==> src/rtl/cmp_config_loader.sv <==
// Comparator configuration loader: parses a count/hash/terminator packet from a FWFT FIFO
// and writes the hash bytes into comparator memory, locking the comparator meanwhile.
module cmp_config_loader #(
  parameter int unsigned NUM_HASHES     = 512,
  parameter int unsigned HASH_NUM_MSB   = 8,
  parameter int unsigned HASH_COUNT_MSB = 9
) (
  input  logic                      CLK,
  input  logic                      RST,
  input  logic [7:0]                din,
  input  logic                      empty,
  output logic                      rd_en,
  input  logic                      cmp_idle,
  output logic                      cmp_lock,
  output logic [7:0]                dout,
  output logic                      wr_en,
  output logic [HASH_NUM_MSB+2:0]   wr_addr,
  output logic [HASH_COUNT_MSB:0]   hash_count,
  output logic                      cfg_valid,
  output logic                      error
);

  localparam int unsigned AddrW    = HASH_NUM_MSB + 3;
  localparam int unsigned TotW     = HASH_COUNT_MSB + 3;
  localparam logic [16:0] MaxCount = 17'(NUM_HASHES);

  typedef enum logic [2:0] {
    StIdle,
    StCntLo,
    StCntHi,
    StData,
    StTerm,
    StError
  } state_e;

  state_e                  state_q, state_d;
  logic [7:0]              count_lo_q, count_lo_d;
  logic [AddrW-1:0]        byte_cnt_q, byte_cnt_d;
  logic [AddrW-1:0]        wr_addr_q, wr_addr_d;
  logic [HASH_COUNT_MSB:0] hash_count_q, hash_count_d;
  logic [7:0]              dout_q, dout_d;
  logic                    wr_en_q, wr_en_d;
  logic                    cfg_valid_q, cfg_valid_d;

  logic [15:0]             count_in;
  logic                    count_bad;
  logic [TotW-1:0]         total_bytes;
  logic                    last_byte;

  assign count_in    = {din, count_lo_q};
  assign count_bad   = (count_in == 16'd0) || ({1'b0, count_in} > MaxCount);
  assign total_bytes = {hash_count_q, 2'b00};
  assign last_byte   = (TotW'(byte_cnt_q) == (total_bytes - TotW'(1)));

  always_comb begin
    state_d      = state_q;
    count_lo_d   = count_lo_q;
    byte_cnt_d   = byte_cnt_q;
    wr_addr_d    = wr_addr_q;
    hash_count_d = hash_count_q;
    dout_d       = dout_q;
    wr_en_d      = 1'b0;
    cfg_valid_d  = cfg_valid_q;
    rd_en        = 1'b0;
    cmp_lock     = 1'b0;

    unique case (state_q)
      StIdle: begin
        // cmp_idle only matters here; once a packet starts it is ignored
        if (!empty && cmp_idle) begin
          state_d     = StCntLo;
          cfg_valid_d = 1'b0;
        end
      end
      StCntLo: begin
        cmp_lock = 1'b1;
        rd_en    = !empty;
        if (!empty) begin
          count_lo_d = din;
          state_d    = StCntHi;
        end
      end
      StCntHi: begin
        cmp_lock = 1'b1;
        rd_en    = !empty;
        if (!empty) begin
          if (count_bad) begin
            state_d = StError;
          end else begin
            hash_count_d = count_in[HASH_COUNT_MSB:0];
            byte_cnt_d   = '0;
            state_d      = StData;
          end
        end
      end
      StData: begin
        cmp_lock = 1'b1;
        rd_en    = !empty;
        if (!empty) begin
          dout_d    = din;
          wr_en_d   = 1'b1;
          wr_addr_d = byte_cnt_q;
          if (last_byte) begin
            state_d = StTerm;
          end else begin
            byte_cnt_d = byte_cnt_q + AddrW'(1);
          end
        end
      end
      StTerm: begin
        cmp_lock = 1'b1;
        rd_en    = !empty;
        if (!empty) begin
          if (din == 8'hCC) begin
            state_d     = StIdle;
            cfg_valid_d = 1'b1;
          end else begin
            state_d = StError;
          end
        end
      end
      StError: begin
        cfg_valid_d = 1'b0;
      end
      default: begin
        state_d = StIdle;
      end
    endcase
  end

  always_ff @(posedge CLK or posedge RST) begin
    if (RST) begin
      state_q      <= StIdle;
      count_lo_q   <= '0;
      byte_cnt_q   <= '0;
      wr_addr_q    <= '0;
      hash_count_q <= '0;
      dout_q       <= '0;
      wr_en_q      <= 1'b0;
      cfg_valid_q  <= 1'b0;
    end else begin
      state_q      <= state_d;
      count_lo_q   <= count_lo_d;
      byte_cnt_q   <= byte_cnt_d;
      wr_addr_q    <= wr_addr_d;
      hash_count_q <= hash_count_d;
      dout_q       <= dout_d;
      wr_en_q      <= wr_en_d;
      cfg_valid_q  <= cfg_valid_d;
    end
  end

  assign dout       = dout_q;
  assign wr_en      = wr_en_q;
  assign wr_addr    = wr_addr_q;
  assign hash_count = hash_count_q;
  assign cfg_valid  = cfg_valid_q;
  assign error      = (state_q == StError);

endmodule

==> config.mk <==
export PLATFORM = sky130hd
export DESIGN_NAME = cmp_config_loader
export DESIGN_NICKNAME = d
export VERILOG_FILES = /design/src/rtl/cmp_config_loader.sv
export SDC_FILE = /design/constraint.sdc
export NUM_CORES = 1
export LEC_CHECK = 0
export CORE_MARGIN = 2
export CORE_UTILIZATION = 54
export DETAILED_ROUTE_END_ITERATION = 7
export GPL_ROUTABILITY_DRIVEN = 0
export PLACE_DENSITY = 0.87
export SETUP_SLACK_MARGIN = 0.5
export SLEW_MARGIN = 5
export SYNTH_ARGS = -nofsm -noshare
export SYNTH_HDL_FRONTEND = slang
export SYNTH_SLANG_ARGS = --single-unit
==> constraint.sdc <==
create_clock -name CLK -period 6.7 [get_ports CLK]
set_clock_uncertainty 0.2 [all_clocks]
set_input_delay 1.34 -clock CLK [delete_from_list [all_inputs] [get_ports CLK]]
set_output_delay 1.34 -clock CLK [all_outputs]
set_load 0.005 [all_outputs]
=== After elaboration in Yosys (flattened, before gate mapping) ===
Index checks and enable logic that the tools add are counted.
Widths: inputs -> output; s select.

* Output and inout port bits: 34
* Bits in registers: 53
* Logic and storage cells: 66

* Eq/ne operators: 16
* Add/subtract/negate cells: 2
* Bitwise logic cells: 3
* Reductions and logical operators: 14
* Order comparisons: 1
* Multiplexer cells: 22

{| class="wikitable"
|+ Operators with widths
! operator !! number
|-
| $mux 11 || 4
|-
| $mux 3 || 8
|-
| $pmux 11 s2 || 1
|-
| $ne 2x2->1 const B || 9
|-
| $pmux 3 s6 || 1
|-
| $gt 16x10->1 const B || 1
|-
| $logic_not 16->1 || 1
|-
| $eq 11x12->1 || 1
|-
| $sub 12x1->12 const B || 1
|-
| $add 11x1->11 const B || 1
|-
| $eq 8x8->1 const B || 1
|-
| $mux 1 || 7
|-
| $reduce_and 7->1 || 1
|-
| $eq 3x2->1 const B || 2
|-
| $eq 3x3->1 const B || 2
|-
| $reduce_and 5->1 || 1
|-
| $reduce_and 2->1 || 2
|-
| $reduce_and 4->1 || 1
|-
| $reduce_or 4->1 || 1
|-
| $eq 3x1->1 const B || 1
|-
| $logic_not 3->1 || 1
|-
| $not 1->1 || 3
|-
| $pmux 1 s3 || 1
|-
| $reduce_and 3->1 || 1
|-
| other kinds (5) || 5
|}

=== Logic depth before layout (Yosys ltp) ===
Gate-level depths: netlist of the first run.

* Word-level depth: 5
* Depth in mapped cells: 10
* Gate-level depth less buffers: 8

=== Worst setup path before layout of the first run ===
Ideal clock, no wire load.

* Path kind: input to output
* From: input empty
* To: output rd_en
* Arrival: 1553 ps
* Required time: 5160 ps
* Stages on the path: 2
* Path slack: 3607 ps
* Path through: inv_1 > and2_1

* Cells in the longest elaborated chain, start to end: 2

{| class="wikitable"
|+ RTL lines
! element !! line !! RTL
|-
| start, declared || 11 || <nowiki>input logic empty,</nowiki>
|-
| $logic_not 1->1 || - ||
|-
| $mux 1 || - ||
|-
| end, declared || 12 || <nowiki>output logic rd_en,</nowiki>
|}

No other way between the ends.

=== Worst setup path in the final report of the first run ===
* From: input empty
* To: register byte_cnt_q[6]

* Cells in the longest elaborated chain, start to end: 2
* Elaborated cells between the ends (all ways): 3
* Those cells by class: 2 x eq/ne; 1 x reduce/logical

{| class="wikitable"
|+ RTL lines
! element !! line !! RTL
|-
| $ne 2x2->1 (no line) || - ||
|-
| $reduce_and 5->1 (no line) * || - ||
|-
| end signal, assigned || 144 || <nowiki>byte_cnt_q <= byte_cnt_d;</nowiki>
|-
| end, declared || 38 || <nowiki>logic [AddrW-1:0] byte_cnt_q, byte_cnt_d;</nowiki>
|}

Every way passes the cells marked *; elsewhere a longest branch is shown, timed or not.
A chain may end at the register's enable or synchronous reset.

==> flow_summary.toml, run 1 <==
[detailed_routing]
dr.pass1.iters = 4
antenna_left = 0
detail_route.wl_per_cell_um = 17.0
dr_total_vias = 2590
drc_errors = 0
wirelength_um = 7100
drt_iter0_markers = 195
avgViaCountPerCell = 6.20

[sta]
hold_viol = 0
worst_slack_ns = 1.95
period_needed_ns = 4.75
slew_violations = 0
fmax_mhz = 210
maxSlewHeadroom_pct = 24.1
fin_crit_sh_pct = 71.0
tns_ns = 0
grt_setup_unrepaired = "no"
finalSetupViolations = 0
tightest_slew_ns = 1.13

[min_path]
hold_class = "reg -> reg"
holdPathStages = 2

[clocking]
cts_root_buf = "clkbuf_8"
path_clk_slew_ns = 0.10
insertion_delay_ns = 0.31
clock_sinks = 53
cts_resized = 0
cts_tree = "built"
cts_setup_buffers = 0
clockBufferDepth = 2
cts_max_level = 2
cts-hold-fix-buffers = 0
cts_buffers = 5

[setup_path]
rr_startpoint = "state_q[1]$_DFFE_PP0P_"
start_kind = "input pin"
cp_data_required_time_ns = 6.70
rrSetupSlack_ns = 2.94
crit_fanout = 28
worst_path_max_delay_cell = "nor3_1"
reg2reg_depth = 6
critical_path.top_delay_family = "simple AND/OR/NAND/NOR gates"
worst_ep_arrival_time_ns = 4.75
critPathBufInv = 2
r2r_end = "byte_cnt_q[6]$_DFFE_PP0P_"
critical_path.startpoint = "empty"
cp-endpoint = "byte_cnt_q[6]$_DFFE_PP0P_"
crit_chain = "clkdlybuf4s50_1 > nor3b_1 > nand2_1 > inv_1 > nor3_1 > o21ai_0 > o311ai_0"
end_kind = "flip-flop"
cpPeakStageDelay_ns = 1.03
criticalPathCategory = "in -> reg"
path_depth = 7

[grt]
grt_pass1_vias = 2481
grt_antenna_before_repair = 0
grt_max_degree = 54
gr-usage-all-layers_pct = 24.8
grt_pass1_wl_um = 12000
grt.overflow.total = 0

[floorplanning]
die_w_um = 77.6
rows = 26
floorplan.initialDensity_pct = 56.6
design.core.area_um2 = 5170
pin_count = 46
dieArea_um2 = 6020
die_y_um = 77.6

[cells_and_area]
nets = 362
fillerInstances = 408
area_delta_synth_final_pct = 18.2
drive_gt1_share_pct = 10.3
diodes = 0

[placement]
port_buffers = 45
dp_slack_ns = 1.74
hpwl_um = 4980

[synthesis]
synth.avg_cell_area_um2 = 9.32
synth_warnings = 0
yosysUniqueCellTypes = 58
synth_async_sr_flop_share_pct = 100
synth_seq_area_share_pct = 45.3
synth-main-ff-cell = "dfrtp_1"
synth-edff-count = 0
synth_nets = 328
synthesis.area_um2 = 2930
syn-instance-count = 314
ys_ff_latch = 53

[run_status]
status = "complete, no violations"

[pwr]
ir_worst_vdd_uv = 228
power_density_nw_per_um2 = 354
leakage_nw = 1.49
p_total_mw = 1.22

[flow_run]
max_cap_viol_count = 0
[routing by layer]
layer  global-route usage [%]  part of all wire (%)  up-vias
met1                     34.3                    42     1264
li1                         -                     -     1187
met4                     7.32                   1.9        0
met2                     40.5                    49      123
met5                        0                     0        -
met3                     3.95                   7.1       16
[per-stage QoR]
step / instance area [um2] / utilization (%) / instances / hold WS, ns
floorplan: 2930 / - / 314 / 0.270
global placement: 3380 / 65.3 / 411 / 0.264
detailed placement: 3380 / 65.3 / 411 / 0.264
CTS: 3460 / 66.9 / 418 / 0.290
global route: 3460 / 66.9 / 418 / 0.320
finish: 3460 / 66.9 / 418 / 0.281
[sequential cells by signal, summed over array words and instances, names as in the netlist]
name        flops
cfg_valid       1
dout            8
wr_en           1
hash_count     10
byte_cnt_q     11
count_lo_q      8
wr_addr        11
state_q         3
[power breakdown]
group / internal (mW) / leakage, nW / switching [mW]
clock: 0.0727 / 0.0412 / 0.105
sequential: 0.430 / 0.676 / 0.123
combinational: 0.254 / 0.771 / 0.240
[Yosys cell counts (all sizes together) (3+ instances only)]
cell | instances | area share, %
o2111ai | 3 | 0.90
a21oi | 7 | 1.2
a31oi | 4 | 1.4
o311ai | 3 | 1.2
nor4 | 4 | 0.85
xor2 | 4 | 1.2
o211ai | 5 | 1.3
nor3 | 10 | 1.7
buf | 5 | 1.3
o31ai | 3 | 0.77
mux2 | 18 | 6.9
xnor2 | 6 | 1.8
dfrtp | 53 | 45
clkbuf | 13 | 1.7
nand4 | 10 | 2.1
and3 | 3 | 0.64
nand2 | 59 | 7.6
and2 | 3 | 0.64
nor2b | 5 | 1.1
inv | 14 | 1.8
nand3 | 12 | 2.1
nor2 | 13 | 1.7
o21ai | 20 | 3.4
[cells in the final DEF, fill, tap and decap left out, types with 2 or more instances in the layout]
master            n
xnor2_1           6
mux2_2           18
clkdlybuf4s50_1  45
nand3_1          12
and3_1            3
nor2b_1           5
nor3b_1           2
nor3_1           10
dfrtp_1          53
clkbuf_8          5
a21oi_1           7
a2111o_1          2
ha_1              2
nor4b_1           2
o311ai_0          2
xor2_1            4
nor2_1           13
o31ai_1           3
a31oi_1           3
nand4_1          10
and4b_1           2
inv_1            13
nand2_1          59
and2_1            3
or2_2             2
nand2b_1          2
nor4_1            4
o21ai_0          19
o2111ai_1         3
o211ai_1          5
mux2i_1           2
[worst min path at each step]
stage	from	end	slack, ns
floorplan	dout[0]$_DFFE_PP0P_	dout[0]$_DFFE_PP0P_	0.27
global placement	wr_addr[6]$_DFFE_PP0P_	wr_addr[6]$_DFFE_PP0P_	0.26
detailed placement	dout[1]$_DFFE_PP0P_	dout[1]$_DFFE_PP0P_	0.26
CTS	wr_addr[9]$_DFFE_PP0P_	wr_addr[9]$_DFFE_PP0P_	0.29
global route	dout[1]$_DFFE_PP0P_	dout[1]$_DFFE_PP0P_	0.32
finish	wr_addr[7]$_DFFE_PP0P_	wr_addr[7]$_DFFE_PP0P_	0.28
[kinds of logic (layout without fill, tap and decap cells)]
| kind of cell | Yosys count | count (layout) | share of synthesized area [%] |
|---|---|---|---|
| AO/OA/AOI/OAI | 59 | 59 | 14.7 |
| XOR/XNOR | 10 | 10 | 2.99 |
| adder cells (fa/ha/maj) | 2 | 2 | 0.855 |
| buffers and inverters | 32 | 66 | 4.79 |
| flip-flops | 53 | 53 | 45.3 |
| multiplexers | 20 | 20 | 7.61 |
| AND/OR/NAND/NOR | 138 | 138 | 23.7 |
[final cells by class]
cell class,instances,area [um2],area share [%]
well taps,70,87.6,2.53
multi-input cells,229,1460,42.2
inverters,14,52.6,1.52
flip-flops and latches,53,1330,38.4
clock buffers,6,72.6,2.10
repair buffers,45,450,13.0
clock inverters,1,8.76,0.253
[worst reg2reg max path, stage by stage, from the launching register on]
cell and delay (ns):
dfrtp_1 0.49, nor3b_1 0.22, nand2_1 0.70, inv_1 0.58
nor3_1 1.03, o21ai_0 0.26, o311ai_0 0.17
Note: power is estimated with default switching activity, not from simulation.
==> run 2: changes to the inputs <==
clock period = 5 ns   (was 6.7 ns; I/O delays follow)
==> flow_summary.toml, run 2 (same netlist as run 1, synthesis figures left out) <==
[grt]
grt.overflow.total = 0
grt_antenna_before_repair = 0
grt_pass1_wl_um = 11600
use_met1_pct = 31.4
top_usage_layer = "met2"
grt_pass1_vias = 2422
grtUsageMet3_pct = 5.35
use_met2_pct = 39.1
grt_max_degree = 54
gr-usage-all-layers_pct = 23.9

[floorplanning]
die_w_um = 77.6
pin_count = 46
dieArea_um2 = 6020
design.core.area_um2 = 5170
die_y_um = 77.6
rows = 26
floorplan.initialDensity_pct = 56.6

[setup_path]
crit_chain = "clkdlybuf4s50_1 > nor3b_1 > nand2_1 > buf_4 > inv_1 > buf_4 > nor3_1 > o21ai_0 > o311ai_0"
end_kind = "flip-flop"
r2r_end = "byte_cnt_q[6]$_DFFE_PP0P_"
crit_top_cell = "buf_4"
reg2reg_depth = 8
worst_path_max_delay_cell = "nor3_1"
rr_startpoint = "state_q[1]$_DFFE_PP0P_"
rrSetupSlack_ns = 2.01
crit_fanout = 28
worst_ep_arrival_time_ns = 3.66
cpPeakStageDelay_ns = 0.95
cp_data_required_time_ns = 5.01
criticalPathCategory = "in -> reg"
start_kind = "input pin"

[sta]
grt_setup_unrepaired = "no"
hold_viol = 0
maxSlewHeadroom_pct = 21.7
fin_crit_sh_pct = 73.1
period_needed_ns = 3.66
slew_violations = 0
tightest_slew_ns = 1.17
finalSetupViolations = 0
fmax_mhz = 274
tns_ns = 0

[clocking]
cts_buffers = 5
cts_root_buf = "clkbuf_8"
clock_sinks = 53
insertion_delay_ns = 0.31
clockBufferDepth = 2
path_clk_slew_ns = 0.10
cts_tree = "built"
cts_max_level = 2
cts_resized = 0
cts-hold-fix-buffers = 0
cts_setup_buffers = 0

[run_status]
status = "complete, no violations"

[flow_run]
max_cap_viol_count = 0

[cells_and_area]
drive_gt1_share_pct = 11.1
area_delta_synth_final_pct = 19.9
diodes = 0
nets = 364
layout_common_cells = "59 x nand2_1, 53 x dfrtp_1, 45 x clkdlybuf4s50_1, 19 x o21ai_0, 18 x mux2_2"
final_common_cell = "nand2_1"
fin_util_pct = 67.8

[min_path]
holdPathStages = 2
hold_class = "reg -> reg"
worstHoldStart = "wr_addr[2]$_DFFE_PP0P_"
whs_endpoint = "wr_addr[2]$_DFFE_PP0P_"

[detailed_routing]
drt_iter0_markers = 192
antenna_left = 0
detail_route.wl_per_cell_um = 16.7
drc_errors = 0
dr.pass1.iters = 6
avgViaCountPerCell = 6.10
wirelength_um = 7020
dr_total_vias = 2569

[pwr]
leakage_nw = 1.52
power_density_nw_per_um2 = 487
ir_worst_vdd_uv = 269

[placement]
port_buffers = 45
hpwl_um = 4880
-- run 2: power breakdown --
part	switching [mW]	total (mW)	internal (mW)
Combinational	0.319	0.666	0.347
Sequential	0.161	0.736	0.576
Clock	0.142	0.306	0.163
Total	0.622	1.71	1.09
-- run 2: area by class of cell --
class,count,area (um2)
fillers,397,1660
multi-input cells,229,1460
flip-flops and latches,53,1330
repair buffers,47,465
well taps,70,87.6
clock buffers,7,86.3
inverters,14,52.6
clock inverters,1,30.0
-- run 2: per-stage QoR --
| step | total power [mW] | worst slack (ns) | hold slack (ns) | std cells | instance area [um2] |
|---|---|---|---|---|---|
| after floorplan | 1.12 | 2.28 | 0.270 | 314 | 2930 |
| after CTS | 1.71 | 1.45 | 0.295 | 421 | 3510 |
| after global placement | 1.38 | 1.13 | 0.262 | 413 | 3390 |
| final | 1.71 | 1.34 | 0.290 | 421 | 3510 |
| after detailed placement | 1.40 | 1.09 | 0.265 | 413 | 3390 |
| after global routing | 1.82 | 1.20 | 0.320 | 421 | 3510 |
-- run 2: critical path: cells and delay by family --
family | cells | cell delay (ns)
AOI/OAI and AO/OA | 2 | 0.36
buffers and inverters | 4 | 1.13
and+or+nand+nor | 3 | 1.16
-- run 2: worst max path at each step --
stage            from                   endpoint
2_1_floorplan  din[0]  byte_cnt_q[6]$_DFFE_PP0P_
3_3_place_gp    empty  byte_cnt_q[6]$_DFFE_PP0P_
3_5_place_dp    empty  byte_cnt_q[6]$_DFFE_PP0P_
4_1_cts         empty  byte_cnt_q[6]$_DFFE_PP0P_
5_1_grt         empty  byte_cnt_q[6]$_DFFE_PP0P_
6_report        empty  byte_cnt_q[6]$_DFFE_PP0P_
-- run 2: layer usage --
metal / wire (um) / up-vias
li1: - / 1192
met1: 3070 / 1248
met2: 3420 / 111
met3: 420 / 18
met4: 110 / 0
met5: 0 / -
